--- config.mk ---
export PLATFORM = sky130hd
export DESIGN_NAME = ps2_keyboard_rx
export DESIGN_NICKNAME = d
export VERILOG_FILES = /design/src/rtl/ps2_pkg.sv /design/src/rtl/ps2_rx_frame.sv /design/src/rtl/ps2_keyboard_rx.sv
export SDC_FILE = /design/constraint.sdc
export NUM_CORES = 1
export LEC_CHECK = 0
export ABC_AREA = 1
export CELL_PAD_IN_SITES_DETAIL_PLACEMENT = 1
export CELL_PAD_IN_SITES_GLOBAL_PLACEMENT = 2
export CORE_ASPECT_RATIO = 1.25
export CORE_MARGIN = 8
export CORE_UTILIZATION = 39
export CTS_BUF_LIST = sky130_fd_sc_hd__clkbuf_8 sky130_fd_sc_hd__clkbuf_16
export DETAILED_ROUTE_END_ITERATION = 8
export MAX_ROUTING_LAYER = met4
export PLACE_DENSITY_LB_ADDON = 0.1
export SLEW_MARGIN = 20
export SYNTH_ARGS = -nofsm -noshare
export SYNTH_HDL_FRONTEND = slang
export SYNTH_SLANG_ARGS = --single-unit
export TNS_END_PERCENT = 30
--- constraint.sdc ---
create_clock -name clock -period 3.05 [get_ports clock]
set_clock_uncertainty 0.1 [all_clocks]
set_input_delay 0.61 -clock clock [delete_from_list [all_inputs] [get_ports clock]]
set_output_delay 0.61 -clock clock [all_outputs]
set_load 0.01 [all_outputs]
--- src/rtl/ps2_pkg.sv ---
// Shared constants, frame FSM state type and protocol-byte helper for the
// PS/2 keyboard receiver.
package ps2_pkg;

  // Scan-code prefixes
  localparam logic [7:0] PS2_E0 = 8'hE0;
  localparam logic [7:0] PS2_F0 = 8'hF0;
  localparam logic [7:0] PS2_E1 = 8'hE1;

  // Bytes that follow E1 in the Pause make/break sequence
  localparam int unsigned PS2_PAUSE_SKIP = 7;

  // Frame receiver states
  typedef enum logic [1:0] {
    ST_IDLE   = 2'd0,
    ST_DATA   = 2'd1,
    ST_PARITY = 2'd2,
    ST_STOP   = 2'd3
  } ps2_frame_state_e;

  // Keyboard replies/ACKs that never represent a key when no prefix is pending
  function automatic logic ps2_is_protocol(input logic [7:0] b);
    case (b)
      8'h00, 8'hAA, 8'hEE, 8'hFA, 8'hFC, 8'hFD, 8'hFE, 8'hFF: return 1'b1;
      default: return 1'b0;
    endcase
  endfunction

endpackage

--- src/rtl/ps2_rx_frame.sv ---
// PS/2 frame receiver: synchronizes the pins, debounces the clock line,
// assembles 11-bit frames and checks start/parity/stop.
// Ports:
//   clock, reset   system clock, async active-low reset
//   ps2Ck, ps2Dq   raw PS/2 pins (asynchronous)
//   rxStrb         one-cycle pulse, rxByte holds a good byte
//   rxByte[7:0]    last good byte
//   rxErr          one-cycle pulse on a frame with bad parity or stop bit
module ps2_rx_frame
  import ps2_pkg::*;
#(
  parameter int unsigned FILTER  = 8,
  parameter int unsigned TIMEOUT = 64000
) (
  input  logic       clock,
  input  logic       reset,
  input  logic       ps2Ck,
  input  logic       ps2Dq,
  output logic       rxStrb,
  output logic [7:0] rxByte,
  output logic       rxErr
);

  localparam int unsigned FW = $clog2(FILTER + 1);
  localparam int unsigned TW = $clog2(TIMEOUT + 1);

  logic [1:0]       ck_sync;
  logic [1:0]       dq_sync;
  logic             ck_s;
  logic             dq_s;
  logic [FW-1:0]    flt_cnt;
  logic             ck_f;
  logic             ck_f_d;
  logic             fall_c;
  logic [TW-1:0]    to_cnt;
  logic             to_hit_c;

  ps2_frame_state_e state, state_nx;
  logic [2:0]       bit_cnt, bit_cnt_nx;
  logic [7:0]       shreg, shreg_nx;
  logic             par, par_nx;
  logic             rx_strb_nx;
  logic [7:0]       rx_byte_nx;
  logic             rx_err_nx;

  // 2-FF synchronizers; reset to the idle line level so no false edge follows reset
  always_ff @(posedge clock or negedge reset) begin
    if (!reset) begin
      ck_sync <= 2'b11;
      dq_sync <= 2'b11;
    end else begin
      ck_sync <= {ck_sync[0], ps2Ck};
      dq_sync <= {dq_sync[0], ps2Dq};
    end
  end

  assign ck_s = ck_sync[1];
  assign dq_s = dq_sync[1];

  // Clock debouncer: FILTER consecutive differing samples flip ck_f, any agreement reloads
  always_ff @(posedge clock or negedge reset) begin
    if (!reset) begin
      flt_cnt <= '0;
      ck_f    <= 1'b1;
      ck_f_d  <= 1'b1;
    end else begin
      ck_f_d <= ck_f;
      if (ck_s == ck_f) begin
        flt_cnt <= '0;
      end else if (flt_cnt == FW'(FILTER - 1)) begin
        flt_cnt <= '0;
        ck_f    <= ck_s;
      end else begin
        flt_cnt <= flt_cnt + FW'(1);
      end
    end
  end

  // Sample event: first cycle with filtered clock low
  assign fall_c = ck_f_d & ~ck_f;

  // Inactivity timer, cleared by every sample event, saturating
  assign to_hit_c = (to_cnt == TW'(TIMEOUT));

  always_ff @(posedge clock or negedge reset) begin
    if (!reset) begin
      to_cnt <= '0;
    end else if (fall_c) begin
      to_cnt <= '0;
    end else if (!to_hit_c) begin
      to_cnt <= to_cnt + TW'(1);
    end
  end

  // Frame FSM state register
  always_ff @(posedge clock or negedge reset) begin
    if (!reset) begin
      state   <= ST_IDLE;
      bit_cnt <= '0;
      shreg   <= '0;
      par     <= 1'b0;
      rxStrb  <= 1'b0;
      rxByte  <= '0;
      rxErr   <= 1'b0;
    end else begin
      state   <= state_nx;
      bit_cnt <= bit_cnt_nx;
      shreg   <= shreg_nx;
      par     <= par_nx;
      rxStrb  <= rx_strb_nx;
      rxByte  <= rx_byte_nx;
      rxErr   <= rx_err_nx;
    end
  end

  // Frame FSM next state; a sample event takes priority over the timeout
  always_comb begin
    state_nx   = state;
    bit_cnt_nx = bit_cnt;
    shreg_nx   = shreg;
    par_nx     = par;
    rx_strb_nx = 1'b0;
    rx_byte_nx = rxByte;
    rx_err_nx  = 1'b0;
    if (fall_c) begin
      case (state)
        ST_IDLE: begin
          if (!dq_s) begin
            state_nx   = ST_DATA;
            bit_cnt_nx = '0;
          end
        end
        ST_DATA: begin
          shreg_nx = {dq_s, shreg[7:1]};
          if (bit_cnt == 3'd7) begin
            state_nx = ST_PARITY;
          end else begin
            bit_cnt_nx = bit_cnt + 3'd1;
          end
        end
        ST_PARITY: begin
          par_nx   = dq_s;
          state_nx = ST_STOP;
        end
        ST_STOP: begin
          state_nx = ST_IDLE;
          if (dq_s && (^{shreg, par})) begin
            rx_strb_nx = 1'b1;
            rx_byte_nx = shreg;
          end else begin
            rx_err_nx = 1'b1;
          end
        end
        default: state_nx = ST_IDLE;
      endcase
    end else if (to_hit_c && (state != ST_IDLE)) begin
      state_nx = ST_IDLE;
    end
  end

endmodule

--- src/rtl/ps2_keyboard_rx.sv ---
// PS/2 keyboard receiver and set-2 scan-code decoder. Folds E0/F0 prefixes
// into a single key event and swallows the Pause (E1) sequence.
// Ports:
//   clock, reset   system clock, async active-low reset
//   ps2Ck, ps2Dq   raw PS/2 pins (never driven)
//   strb           one-cycle pulse per key event
//   make           1 = press, 0 = release (held)
//   code[7:0]      scan code without prefixes (held)
//   ext            event was E0-prefixed (held)
//   perr           one-cycle pulse on a bad frame
module ps2_keyboard_rx
  import ps2_pkg::*;
#(
  parameter int unsigned FILTER  = 8,
  parameter int unsigned TIMEOUT = 64000
) (
  input  logic       clock,
  input  logic       reset,
  input  logic       ps2Ck,
  input  logic       ps2Dq,
  output logic       strb,
  output logic       make,
  output logic [7:0] code,
  output logic       ext,
  output logic       perr
);

  logic       rx_strb;
  logic [7:0] rx_byte;
  logic       rx_err;

  logic       brk, brk_nx;
  logic       extf, extf_nx;
  logic [2:0] skip, skip_nx;
  logic       strb_nx;
  logic       make_nx;
  logic [7:0] code_nx;
  logic       ext_nx;

  ps2_rx_frame #(
    .FILTER  (FILTER),
    .TIMEOUT (TIMEOUT)
  ) u_frame (
    .clock  (clock),
    .reset  (reset),
    .ps2Ck  (ps2Ck),
    .ps2Dq  (ps2Dq),
    .rxStrb (rx_strb),
    .rxByte (rx_byte),
    .rxErr  (rx_err)
  );

  // rxErr is already a registered one-cycle pulse
  assign perr = rx_err;

  // Decoder state and output registers
  always_ff @(posedge clock or negedge reset) begin
    if (!reset) begin
      brk  <= 1'b0;
      extf <= 1'b0;
      skip <= '0;
      strb <= 1'b0;
      make <= 1'b0;
      code <= '0;
      ext  <= 1'b0;
    end else begin
      brk  <= brk_nx;
      extf <= extf_nx;
      skip <= skip_nx;
      strb <= strb_nx;
      make <= make_nx;
      code <= code_nx;
      ext  <= ext_nx;
    end
  end

  // Prefix decoder; skip has precedence, a bad frame flushes all pending prefixes
  always_comb begin
    brk_nx  = brk;
    extf_nx = extf;
    skip_nx = skip;
    strb_nx = 1'b0;
    make_nx = make;
    code_nx = code;
    ext_nx  = ext;
    if (rx_err) begin
      brk_nx  = 1'b0;
      extf_nx = 1'b0;
      skip_nx = '0;
    end else if (rx_strb) begin
      if (skip != 3'd0) begin
        skip_nx = skip - 3'd1;
      end else if (rx_byte == PS2_E1) begin
        skip_nx = 3'(PS2_PAUSE_SKIP);
      end else if (rx_byte == PS2_E0) begin
        extf_nx = 1'b1;
      end else if (rx_byte == PS2_F0) begin
        brk_nx = 1'b1;
      end else if (!brk && !extf && ps2_is_protocol(rx_byte)) begin
        strb_nx = 1'b0;
      end else begin
        strb_nx = 1'b1;
        code_nx = rx_byte;
        make_nx = ~brk;
        ext_nx  = extf;
        brk_nx  = 1'b0;
        extf_nx = 1'b0;
      end
    end
  end

endmodule

Word-level counts from Yosys, hierarchy flattened
Index checks and enable logic that the tools add are counted.
{"block": "word_totals", "reg_bits": 66, "input_bits": 4, "output_inout_bits": 12, "elab_cells": 137}
{"block": "classes", "addsub": 4, "n_eq_ne": 28, "n_mux": 49, "bitwise_logic": 10, "n_reduce_logical": 26}
{"op": "8-bit equality test, second input constant", "count": 10}
{"op": "1-bit two-way mux", "count": 33}
{"op": "16-bit two-way mux", "count": 2}
{"op": "3-bit two-way mux", "count": 6}
{"op": "16-bit by 1-bit adder with 16-bit output, second input constant", "count": 1}
{"op": "16-bit equality test, second input constant", "count": 1}
{"op": "5-bit AND reduction", "count": 2}
{"op": "3-bit by 2-bit != test with 1-bit output, second input constant", "count": 3}
{"op": "1-bit inverter", "count": 9}
{"op": "9-bit XOR reduction", "count": 1}
{"op": "8-bit logical NOT", "count": 1}
{"op": "2-bit two-way mux", "count": 4}
{"op": "4-bit two-way mux", "count": 2}
{"op": "2-bit by 1-bit != test with 1-bit output, second input constant", "count": 4}
{"op": "2-bit case mux with 4 select lines", "count": 1}
{"op": "2-bit AND reduction", "count": 4}
{"op": "2-bit nonzero test", "count": 4}
{"op": "8-bit OR reduction", "count": 1}
{"op": "7-bit AND reduction", "count": 1}
{"op": "3-bit != test, second input constant", "count": 2}
{"op": "3-bit case mux with 2 select lines", "count": 1}
{"op": "3-bit AND reduction", "count": 2}
{"op": "3-bit nonzero test", "count": 2}
{"op": "4-bit by 1-bit adder with 4-bit output, second input constant", "count": 1}
{"op": "13 further kinds", "count": 19}

Depth between registers and ports, before layout
{"block": "logic_depth", "depth_word": 17, "ltp_mapped": 12, "ltp_nobuf": 12}

By module
Synthesis repeated with hierarchy kept, for this count alone.
{"block": "unflattened", "cells_unflattened": 419, "hier_area_um2": 3482.1}
{"module": "ps2_rx_frame", "n_inst": 1, "cells_per_inst": 303, "area_per_inst_um2": 2508.7}
{"module": "ps2_keyboard_rx", "n_inst": 1, "cells_per_inst": 116, "area_per_inst_um2": 973.4}

Worst setup path after synthesis
OpenSTA, ideal clock, no wires.
{"block": "synth_timing", "kind": "reg-to-reg", "start": "reg skip[0]", "end": "reg code[2]", "t_arrival_ns": 1.368, "required_time_ns": 2.833, "setup_slack_ns": 1.465, "stages_incl_launch_ff": 11, "synth_period_minus_slack_ns": 1.585, "path_cell_list": "dfrtp_1 -> inv_1 -> ha_1 -> inv_1 -> nor2_1 -> nand3_2 -> nor3_2 -> nand2_2 -> buf_6 -> nand2_1 -> nand2_1"}
{"block": "synth_via", "elab_chain_len": 3}
{"element": "start, declared", "line_no": "ps2_keyboard_rx.sv:34", "rtl": "logic [2:0] skip, skip_nx;"}
{"element": "start signal, assigned", "line_no": "ps2_keyboard_rx.sv:69", "rtl": "skip <= skip_nx;"}
{"element": "3-bit nonzero test", "line_no": "ps2_keyboard_rx.sv:91", "rtl": "if (skip != 3'd0) begin"}
{"element": "1-bit inverter (no source line)"}
{"element": "7-bit AND reduction (no source line)"}
{"element": "end signal, assigned", "line_no": "ps2_keyboard_rx.sv:72", "rtl": "code <= code_nx;"}
{"element": "end, declared", "line_no": "ps2_keyboard_rx.sv:23", "rtl": "output logic [7:0] code,"}
No other way between the ends.
A chain may end at the register's enable or synchronous reset.

Worst setup path after layout
{"block": "layout_timing", "start": "reg skip[0]", "end": "reg code[5]"}
The elaborated chain is that of the path after synthesis.

==> metrics.md <==
| Metric | Value |
|---|---|
| Outcome | `finished, final reports clean` |
| Total chip power | `between 2000 and 2500 uW` |
| Largest fanout on the critical path | `11` |
| Setup TNS | `0 ns` |
| DPL Wire Length | `approximately 5500 um` |
| CP peak stage delay | `between 0.4 and 0.5 ns` |
| Layout area overhead | `14.03%` |
| Yosys warnings | `0` |
| Via count | `2749` |
| Count of final hold-check violations | `0` |
| Least-Margin Pin Slew | `between 0.6 and 0.7 ns` |
| Via density | `between 4 and 5` |
| TritonCTS clock tree | `built` |
| Worst hold path type | `in2async` |
| Data arrival, critical path | `2.34 ns` |
| Sw Pwr | `641.2 uW` |
| CP endpoint kind | `register` |
| Post-CTS sizing | `0` |
| Delay-heaviest family, CP | `simple AND/OR/NAND/NOR gates` |
| Grt ovf | `0` |
| Fmax | `approximately 450 MHz` |
| Clock transition at the registers of the reported paths | `around 0.070 ns` |
| Syn Std Cell Area | `3443 sq um` |
| CTS Sinks | `66` |
| Tmin final | `approximately 2.2 ns` |
| Mapped Cells | `427` |
| Area taken by multi-input logic gates | `between 1500 and 2000 sq um` |
| Number of global-route vias before repair | `about 2800` |
| GRT Resource Usage Total | `0.1373` |
| Clock tree root driver cell | `clkbuf_8` |
| Hold-fix buffers, CTS | `0` |
| Syn_nets | `442` |
| Combinational power share | `0.165` |
| Slew headroom | `0.5885` |
| Pleak | `around 0.0020 uW` |
| Fin util | `0.4537` |
| Clock buffer depth | `2` |
| Die height | `121.1 um` |
| Share of post-route cells with drive strength above 1 | `0.1167` |
| Setup Fix Bufs, Post-CTS | `0` |
| # Max-Cap Violations | `0` |
| Post-route ant nets | `0` |
| First-pass DRT Iterations | `4` |
| Sw frac | `0.2907` |
| Fin crit share | `0.7213` |
| Routability cong. | `between 0.7 and 0.8` |
| Core Rows | `38` |
| Startpoint types | `register` |
| Register Area | `about 1700 sq um` |
| Power Dens Cells | `561.7 nW/um^2` |
| Flop pwr share | `0.476` |
| Initial antenna violation count | `0` |
| Share of the yosys chip area belonging to registers | `0.4818` |
| Ant diodes | `0` |
| Post-synthesis cell type count | `33` |
| I/O pin count | `16` |
| Predominant post-synthesis flop cell | `dfrtp_1` |
| Cells along the critical path | `inv_1 > ha_1 > inv_1 > nor2_1 > nand3_2 > nor3_2 > nand2_2 > nand2_1 > nand2_1` |
| Clock group share of total power | `0.359` |
| Final setup violation count | `0` |
| #FFs+latches synth | `66` |
| CP Data Required Time | `between 3 and 4 ns` |
| Max IR drop VDD | `0.2209 mV` |
| DR WL/cell | `roughly 12 um` |
| Mapped Avg Cell Area | `8.064 sq um` |
| Core area | `a little under 9000 sq um` |
| Initial core utilization | `0.3979` |
| Total CTS buffers | `9` |
| Max-slew violation count | `0` |
| H-tree Lvls | `3` |
| Slowest cell on the critical path | `nor3_2` |
| Die W | `~100 um` |
| Unrepaired setup endpoints after global routing | `false` |
| Internal power | `approximately 1600 uW` |
| Asr flop ratio synth | `1.000` |
| Worst skew pair latency | `roughly 0.35 ns` |
| Post-synth EDFFs | `0` |
| Buffers on Ports | `15` |
| CP Class | `reg2reg` |
| Bufs and invs on worst path | `2` |
| FILL cells | `1076` |
| First-pass GRT wire length | `approximately 13000 um` |
| DRC violation count after routing | `0` |
| Final net count | `464` |
| Pin count of the biggest net entering global routing | `25` |
| Total Wirelength | `about 7000 um` |
| Initial drt markers | `68` |
| Die area | `about 12000 sq um` |
cells in the final DEF, fill, tap and decap left out:
| master | synthesis | routed |
|---|---|---|
| bufinv_16 | 0 | 2 |
| a21oi_1 | 14 | 14 |
| nor3_2 | 5 | 5 |
| o21ai_1 | 1 | 1 |
| nand3b_1 | 1 | 1 |
| nand4_2 | 1 | 1 |
| clkbuf_8 | 0 | 10 |
| xnor2_1 | 1 | 1 |
| nand3_1 | 32 | 32 |
| buf_4 | 2 | 2 |
| inv_1 | 52 | 56 |
| or2_2 | 1 | 1 |
| clkdlybuf4s50_1 | 0 | 14 |
| mux2_2 | 1 | 1 |
| nand2_2 | 9 | 9 |
| nand4_1 | 12 | 12 |
| o21ai_0 | 26 | 26 |
| nor2_4 | 3 | 3 |
| nand2_1 | 128 | 128 |
| clkinv_1 | 1 | 1 |
| nor3_4 | 2 | 2 |
| inv_2 | 5 | 5 |
| ha_1 | 11 | 11 |
| buf_2 | 2 | 1 |
| nor2_1 | 29 | 29 |
| o31ai_1 | 1 | 1 |
| nand4_4 | 1 | 1 |
| dfstp_2 | 6 | 6 |
| dfrtp_1 | 60 | 60 |
| nor3_1 | 11 | 11 |
| nand3_2 | 2 | 2 |
| nor2_2 | 2 | 2 |
| o22ai_1 | 1 | 1 |
| xor2_1 | 2 | 2 |
final timing paths:
check | start | depth (start not counted) | to | slack (ns)
worst max-delay path | skip[0] | 9 | code[5] | 0.85
worst min-delay path | reset | 1 | u_frame.flt_cnt[1] | 0.11
worst max register to register | skip[0] | 9 | code[5] | 0.85
worst min register to register | u_frame.ck_sync[0] | 0 | u_frame.ck_sync[1] | 0.26
max in group asynchronous | reset | 2 | u_frame.ck_f_d | 2.01
min in group clock | u_frame.ck_sync[0] | 0 | u_frame.ck_sync[1] | 0.26
cells by family (layout without fill, tap and decap cells):
kind of cell,after synthesis,after routing,synth area share
simple gates,239,239,0.3288
flops,66,66,0.4818
buf+inv,64,91,0.07485
compound gates,43,43,0.06359
fa+ha+maj,11,11,0.03997
xor+xnor,3,3,0.007632
mux,1,1,0.003270
Yosys cell counts (3+ instances only):
cell type / instances / area [sq um]
ha_1: 11 / 137.6
dfrtp_1: 60 / 1501
nand3_1: 32 / 160.2
o21ai_0: 26 / 130.1
inv_1: 52 / 195.2
a21oi_1: 14 / 70.07
nand4_1: 12 / 75.07
nand2_2: 9 / 56.30
nor3_2: 5 / 50.05
nand2_1: 128 / 480.5
inv_2: 5 / 18.77
nor3_1: 11 / 55.05
nor2_1: 29 / 108.9
dfstp_2: 6 / 157.7
nor2_4: 3 / 33.78
routing by layer:
| layer | track usage | up-vias | part of all wire |
|---|---|---|---|
| met1 | 0.1652 | 1304 | 0.49 |
| li1 | - | 1408 | - |
| met3 | 0.03444 | 12 | 0.029 |
| met2 | 0.2106 | 25 | 0.46 |
| met4 | 0.06540 | 0 | 0.022 |
| met5 | - | - | 0 |
power groups by stage:
stage,logic [uW],clock network (uW),registers (uW)
floorplan,288,0,1040
global route,439,858,1060
finish,363,792,1050
global placement,362,0,1060
detailed placement,376,0,1070
CTS,376,822,1050
per-stage QoR:
step / hold slack [ns] / std cells / worst slack [ns] / area, sq um
3_5_place_dp: 0.2507 / 558 / 0.8352 / 3714
5_1_grt: 0.1365 / 574 / 0.5920 / 3926
2_1_floorplan: 0.2144 / 427 / 1.465 / 3443
6_report: 0.1094 / 574 / 0.8500 / 3926
4_1_cts: 0.1133 / 574 / 0.8130 / 3926
3_3_place_gp: 0.2462 / 558 / 0.9226 / 3714
worst reg2reg max path: cells and delay by family, from the launching register on:
| kind | cells | cell delay, ns |
|---|---|---|
| AND/OR/NAND/NOR | 6 | 1.31 |
| flip-flops | 1 | 0.36 |
| adder cells (fa/ha/maj) | 1 | 0.18 |
| buffers and inverters | 2 | 0.14 |
sequential cells by signal (all words and copies together), names as in the netlist, 2 cells and up:
register         count
u_frame.to_cnt      16
code                 8
u_frame.rxByte       8
u_frame.shreg        8
u_frame.flt_cnt      4
skip                 3
u_frame.bit_cnt      3
u_frame.ck_sync      2
u_frame.dq_sync      2
u_frame.state        2
area by class of cell:
| class | instances | share of cell area |
|---|---|---|
| clock inverter | 6 | 0.01912 |
| inverter | 58 | 0.05545 |
| timing repair buffer | 17 | 0.04079 |
| sequential | 66 | 0.4226 |
| tap | 120 | 0.03824 |
| clock buffer | 10 | 0.03505 |
| multi-input combinational | 297 | 0.3888 |
Note: power is estimated with default switching activity, not from simulation.
